[src/rtl/zion_basic_circuit_lib_pkg.sv]
// Shared types for the basic circuit library: skid stage state encoding.
// Optional flush on the skid stage is controlled by ZION_SKID_STAGE_FLUSH_EN.
package zion_basic_circuit_lib_pkg;

    typedef enum logic [1:0] {
        EMPTY = 2'd0,
        ONE   = 2'd1,
        TWO   = 2'd2
    } skid_state_t;

endpackage

[src/rtl/zion_basic_circuit_lib_en_rc_dff.sv]
// Enabled register with configurable reset style (sync/async, polarity) and reset value.
module zion_basic_circuit_lib_en_rc_dff #(
    parameter int               WIDTH    = 8,
    parameter logic [WIDTH-1:0] INI_DATA = '0,
    parameter bit               RST_SYN  = 1'b0,
    parameter bit               RST_POS  = 1'b1
) (
    input  logic             clk,
    input  logic             rst,
    input  logic             en,
    input  logic [WIDTH-1:0] d,
    output logic [WIDTH-1:0] q
);

    generate
        if (!RST_SYN && RST_POS) begin : g_async_pos
            // NOTE: data registers are reset here so oDat reads INI_DATA right after reset.
            always_ff @(posedge clk or posedge rst) begin
                if (rst)     q <= INI_DATA;
                else if (en) q <= d;
            end
        end else if (!RST_SYN) begin : g_async_neg
            always_ff @(posedge clk or negedge rst) begin
                if (!rst)    q <= INI_DATA;
                else if (en) q <= d;
            end
        end else begin : g_sync
            always_ff @(posedge clk) begin
                if (rst == RST_POS) q <= INI_DATA;
                else if (en)        q <= d;
            end
        end
    endgenerate

endmodule

[src/rtl/zion_basic_circuit_lib_skid_stage.sv]
// Two-entry skid buffer with registered valid/ready; iClr flush exists only
// when ZION_SKID_STAGE_FLUSH_EN is defined.
module zion_basic_circuit_lib_skid_stage
    import zion_basic_circuit_lib_pkg::*;
#(
    parameter int               WIDTH    = 8,
    parameter logic [WIDTH-1:0] INI_DATA = '0
) (
    input  logic             clk,
    input  logic             rst,
    input  logic             iVld,
    output logic             oRdy,
    input  logic [WIDTH-1:0] iDat,
    output logic             oVld,
    input  logic             iRdy,
    output logic [WIDTH-1:0] oDat
`ifdef ZION_SKID_STAGE_FLUSH_EN
    ,
    input  logic             iClr
`endif
);

    skid_state_t      state, state_nxt;
    logic             up_xfer, dn_xfer;
    logic             main_en, skid_en;
    logic [WIDTH-1:0] main_d, skid_q;

    assign up_xfer = iVld & oRdy;
    assign dn_xfer = oVld & iRdy;

    // NOTE: every output of this block gets a default first so no latch is inferred.
    always_comb begin
        state_nxt = state;
        main_en   = 1'b0;
        skid_en   = 1'b0;
        main_d    = iDat;
        case (state)
            EMPTY: begin
                if (up_xfer) begin
                    main_en   = 1'b1;
                    state_nxt = ONE;
                end
            end
            ONE: begin
                if (up_xfer && dn_xfer) begin
                    main_en = 1'b1;
                end else if (up_xfer) begin
                    skid_en   = 1'b1;
                    state_nxt = TWO;
                end else if (dn_xfer) begin
                    state_nxt = EMPTY;
                end
            end
            TWO: begin
                main_d = skid_q;
                if (dn_xfer) begin
                    main_en   = 1'b1;
                    state_nxt = ONE;
                end
            end
            default: state_nxt = EMPTY;
        endcase
`ifdef ZION_SKID_STAGE_FLUSH_EN
        // Flush wins over everything: drop the held words and any incoming one.
        if (iClr) begin
            state_nxt = EMPTY;
            main_en   = 1'b0;
            skid_en   = 1'b0;
        end
`endif
    end

    // Handshake outputs get their own flops so neither depends on combinational decode.
    always_ff @(posedge clk or posedge rst) begin
        if (rst) begin
            state <= EMPTY;
            oVld  <= 1'b0;
            oRdy  <= 1'b1;
        end else begin
            state <= state_nxt;
            oVld  <= (state_nxt != EMPTY);
            oRdy  <= (state_nxt != TWO);
        end
    end

    zion_basic_circuit_lib_en_rc_dff #(
        .WIDTH   (WIDTH),
        .INI_DATA(INI_DATA),
        .RST_SYN (1'b0),
        .RST_POS (1'b1)
    ) u_main_reg (
        .clk(clk),
        .rst(rst),
        .en (main_en),
        .d  (main_d),
        .q  (oDat)
    );

    zion_basic_circuit_lib_en_rc_dff #(
        .WIDTH   (WIDTH),
        .INI_DATA(INI_DATA),
        .RST_SYN (1'b0),
        .RST_POS (1'b1)
    ) u_skid_reg (
        .clk(clk),
        .rst(rst),
        .en (skid_en),
        .d  (iDat),
        .q  (skid_q)
    );

endmodule

[config.mk]
export PLATFORM = sky130hd
export DESIGN_NAME = zion_basic_circuit_lib_skid_stage
export DESIGN_NICKNAME = d
export VERILOG_FILES = /design/src/rtl/zion_basic_circuit_lib_pkg.sv /design/src/rtl/zion_basic_circuit_lib_en_rc_dff.sv /design/src/rtl/zion_basic_circuit_lib_skid_stage.sv
export SDC_FILE = /design/constraint.sdc
export NUM_CORES = 1
export LEC_CHECK = 0
export BUFFER_PORTS_ARGS = -buffer_cell sky130_fd_sc_hd__buf_2
export CAP_MARGIN = 0
export CORE_MARGIN = 2
export CORE_UTILIZATION = 45
export DETAILED_ROUTE_END_ITERATION = 10
export PLACE_DENSITY = 0.69
export SETUP_SLACK_MARGIN = 0.5
export SYNTH_ARGS = -nofsm -noshare
export SYNTH_HDL_FRONTEND = slang
export SYNTH_SLANG_ARGS = --single-unit
[constraint.sdc]
create_clock -name clk -period 1.85 [get_ports clk]
set_clock_uncertainty 0.15 [all_clocks]
set_input_delay 0.2775 -clock clk [delete_from_list [all_inputs] [get_ports clk]]
set_output_delay 0.2775 -clock clk [all_outputs]
set_load 0.01 [all_outputs]
Word-level counts from Yosys, hierarchy flattened. Cells that the tools add are included.

Register bits after elaboration: 20. Bits of input ports: 12.

Eq/ne operators: 3. Multiplexer cells: 13. Bitwise logic cells: 2. Reductions and logical operators: 3.

Operators with widths (number): 2-bit two-way mux (5); 8-bit two-way mux (1); 2-bit one-hot mux with 3 select lines (1); 1-bit two-way mux (5); 1-bit one-hot mux with 3 select lines (1); 1-bit AND (2); 2-bit by 1-bit == test with 1-bit output (second input constant) (1); 2-bit == test (second input constant) (1); 2-bit zero test (1); 2-bit != test (second input constant) (1); 2-bit nonzero test (1); 1-bit logical AND (1).

Longest topological paths before layout.
Word-level depth: 6. Gate-level depth with buffers: 4. Mapped depth without buffers: 3.

Modules after synthesis. A second synthesis with hierarchy kept.

Cell total of the unflattened synthesis: 65. Area total of the unflattened synthesis: 1001.0 um^2.

By module, submodules not included: zion_basic_circuit_lib_en_rc_dff (instances 2, cells each 18, area each 335.3 um^2, sequential area each 200.2 um^2); zion_basic_circuit_lib_skid_stage (instances 1, cells each 29, area each 330.3 um^2, sequential area each 101.3 um^2).

Worst setup path before layout. No wires, ideal clock.

Path kind: reg2reg. Start point: register oRdy. End point: register u_main_reg.q[2]. Setup time: 0.125 ns. Arrival time: 1.415 ns. Data required time: 1.575 ns. Path slack: 0.161 ns. Stages on the path, launching flop included: 4. Period minus slack after synthesis: 1.689 ns. Path through: dfstp_2 -> nand2_1 -> o32ai_4 -> mux2_2.

Longest elaborated chain between the ends: 4. Elaborated cells between the ends (all ways): 5. Those cells by class: 3 x mux; 1 x bitwise; 1 x reduce/logical.

RTL lines: from (decl) (line zion_basic_circuit_lib_skid_stage.sv:12) `output logic oRdy,`; from (signal assigned) (line zion_basic_circuit_lib_skid_stage.sv:82) `oRdy <= (state_nxt != TWO);`; 1-bit AND * (line zion_basic_circuit_lib_skid_stage.sv:28) `assign up_xfer = iVld & oRdy;`; 1-bit logical AND (line zion_basic_circuit_lib_skid_stage.sv:45) `if (up_xfer && dn_xfer) begin`; 1-bit two-way mux (line zion_basic_circuit_lib_skid_stage.sv:45); 1-bit one-hot mux with 3 select lines * (line zion_basic_circuit_lib_skid_stage.sv:37) `case (state)`; to (signal assigned) (line zion_basic_circuit_lib_en_rc_dff.sv:19) `if (rst) q <= INI_DATA;`; to (signal assigned) (line zion_basic_circuit_lib_en_rc_dff.sv:20) `else if (en) q <= d;`; to (decl) (line zion_basic_circuit_lib_en_rc_dff.sv:12) `output logic [WIDTH-1:0] q`.

Mark *: on every way between the ends. The rest lies on a longest branch, timed or not. A chain may end at the register's enable or synchronous reset.

Worst setup path in the final report.
Start point: register oRdy. End point: register u_main_reg.q[4].

Same word-level chain as after synthesis.

==> out/qor.yml <==
pwr:
  p_sw_frac: 0.3024
  p_int_mw: 1.522
  netSwitchingPower_uw: 659.6
  p_seq_frac: 0.371
  p_comb_frac: 0.463
  leakagePower_nw: 0.5901
  power_density_mw_per_mm2: 1766
  max-vdd-ir-drop_v: 0.001000
  clkPwrFrac: 0.166
  power_mw: 2.181
routing:
  drt-initial-drc-count: 2
  vias_per_cell: 4.917
  ant_nets: 0
  via_count: 595
  drtPass1Iterations: 4
  wirelength_um: 1688
  drc_errors: 0
  wire_per_inst_um: 13.95
logic_synthesis:
  synthArstFlopShare: 1.000
  synth-seq-area-share: 0.5493
  synth_area_leaders: "dfrtp_1 52%, mux2_2 27%, mux2_4 3.3%"
  yosys.area.top_type: "dfrtp_1"
  ys_seq_elements: 20
  syn_inst: 60
  syn_nets: 72
  synth.distinct_cells: 17
  syn_avg_cell_area_um2: 15.22
  syn_area_um2: 913.4
  synth-edff-count: 0
  yosys_warnings: 0
  synth_flop_cell: "dfrtp_1"
  synth_common_cells: "22 x mux2_2, 19 x dfrtp_1"
  yosys.cell_count.top_type: "mux2_2"
  synth_top_area_share: 0.5205
die:
  die_x_um: 49.05
  die_y_um: 49.05
  dieArea_mm2: 0.002406
  pin_count: 22
  fp.coreArea_mm2: 0.001942
  num_rows: 16
  start_util: 0.4704
layout:
  fin_util: 0.6360
  postLayoutCellArea_mm2: 0.001235
  nFillCells: 173
  drive_gt1_frac: 0.7021
  nNetsFinal: 107
  syn_to_final_growth_pct: 35.20
  n_antenna_cell: 0
timing:
  rsz0062_at_grt: "true"
  period_needed_ns: 1.685
  worst_slew_pin_slew_ns: 0.3477
  period_share: 0.9109
  setup_viol: 0
  slew_headroom: 0.7682
  fmaxAchievable_mhz: 593.4
  finalWorstSetupSlack_ns: 0.1649
  tns_ns: 0
  finalHoldViolCount: 0
  slew_violations: 0
clock_network:
  clockBufferDepth: 2
  cts_tree: "built"
  clk_pin_slew_worst_paths_ns: 0.12
  cts_made_buffers: 3
  cts_sinks: 20
  cts-root-buf: "clkbuf_4"
  clkLatencyLatePin_ns: 0.31
  htreeDepth: 1
global_routing:
  grt_pass1_vias: 599
  grt_use_total: 0.1574
  grt_max_degree: 21
  antenna_found_initial: 0
  grt_overflow: 0
  grt_pass1_wl_um: 2739
critical_path:
  cp_max_fo: 4
  cp.required_ns: 1.91
  crit_type: "reg2reg"
  start_kind: "flip-flop"
  r2r_start: "oRdy"
  arrival_ns: 1.75
  cp-startpoint: "oRdy"
  cp-end-kind: "flip-flop"
  reg2reg_depth: 4
hold_path:
  hold_depth: 2
  min_from: "iDat[1]"
  min-delay-path-class: "in2reg"
run:
  max_cap_viol_count: 0
place:
  io_buffers: 21
  gp_congestion: 0.7477
  placed_area_mm2: 0.001075
  pre_cts_ws_ns: 0.09536
  place_hpwl_um: 1138
run_status:
  status: "complete, no violations"
-- routing by layer --
metal / track usage / routed length (um) / vias to the layer above
met5: 0 / 0 / -
met1: 0.1915 / 767 / 294
met2: 0.2443 / 801 / 14
met3: 0.03681 / 64 / 5
li1: - / - / 282
met4: 0.1143 / 55 / 0
-- critical path, stage by stage, from the launching register on --
cell     delay [ns]
dfstp_2        0.58
nand2_4        0.06
o32ai_4        0.32
buf_4          0.18
mux2_4         0.29
-- flip-flops by register name, indices dropped and copies added, names as in the netlist --
signal        count
oRdy              1
oVld              1
state             2
u_main_reg.q      8
u_skid_reg.q      8
-- stage by stage --
step | cells | hold WS [ns]
after global placement | 110 | 0.1581
after global routing | 121 | 0.04522
after CTS | 118 | 0.04296
after detailed placement | 110 | 0.1638
after floorplan | 60 | 0.09059
final | 121 | 0.05021
-- worst paths after layout --
path	end	slack, ns
setup / recovery	u_main_reg.q[4]	0.16
max in group asynchronous	oRdy	0.92
min in group asynchronous	u_main_reg.q[4]	0.36
setup reg to reg	u_main_reg.q[4]	0.16
hold reg to reg	u_skid_reg.q[5]	0.36
hold / removal	u_skid_reg.q[1]	0.05
-- final cells by class --
cell class / instances / area [um2] / share of cell area
Timing Repair Buffer: 31 / 203.9 / 0.1651
Sequential cell: 20 / 503.0 / 0.4073
Tap cell: 27 / 33.78 / 0.02736
Inverter: 2 / 7.507 / 0.006079
Clock buffer: 3 / 22.52 / 0.01824
Multi-Input combinational cell: 37 / 434.2 / 0.3516
Clock inverter: 1 / 30.03 / 0.02432
-- cell usage in the layout (no fill, tap or decap), drive strengths merged, types with 2 or more instances in the layout --
| cell type | count |
|---|---|
| buf | 30 |
| mux2 | 24 |
| dfrtp | 19 |
| clkbuf | 3 |
| nand2 | 3 |
| inv | 2 |
| o21ai | 2 |
-- power by group through the flow --
stage	sequential, mW	combinational [mW]	clock [mW]
after floorplan	0.840	0.548	0
after global placement	0.799	0.805	0
after detailed placement	0.811	0.819	0
after CTS	0.804	0.943	0.369
after global routing	0.836	1.08	0.384
final	0.809	1.01	0.363
-- cell families (layout without fill, tap and decap cells) --
logic type / count (synthesis) / in the layout / share of synthesized area
buffers and inverters: 3 / 37 / 0.02055
multiplexers: 24 / 24 / 0.3041
XOR/XNOR: 1 / 1 / 0.009591
AO/OA/AOI/OAI: 6 / 6 / 0.07398
flip-flops: 20 / 20 / 0.5493
AND/OR/NAND/NOR: 6 / 6 / 0.04248
-- repair_timing --
| action | CTS | global route |
|---|---|---|
| gates resized for setup | 9 | 7 |
| buffers inserted | 3 | 3 |
| hold buffers | 1 | 0 |
| setup endpoints to repair | 18 | 20 |
| hold endpoints to repair | 19 | 0 |
| pin swaps | 2 | 1 |
(Power assumes the default switching activity.)
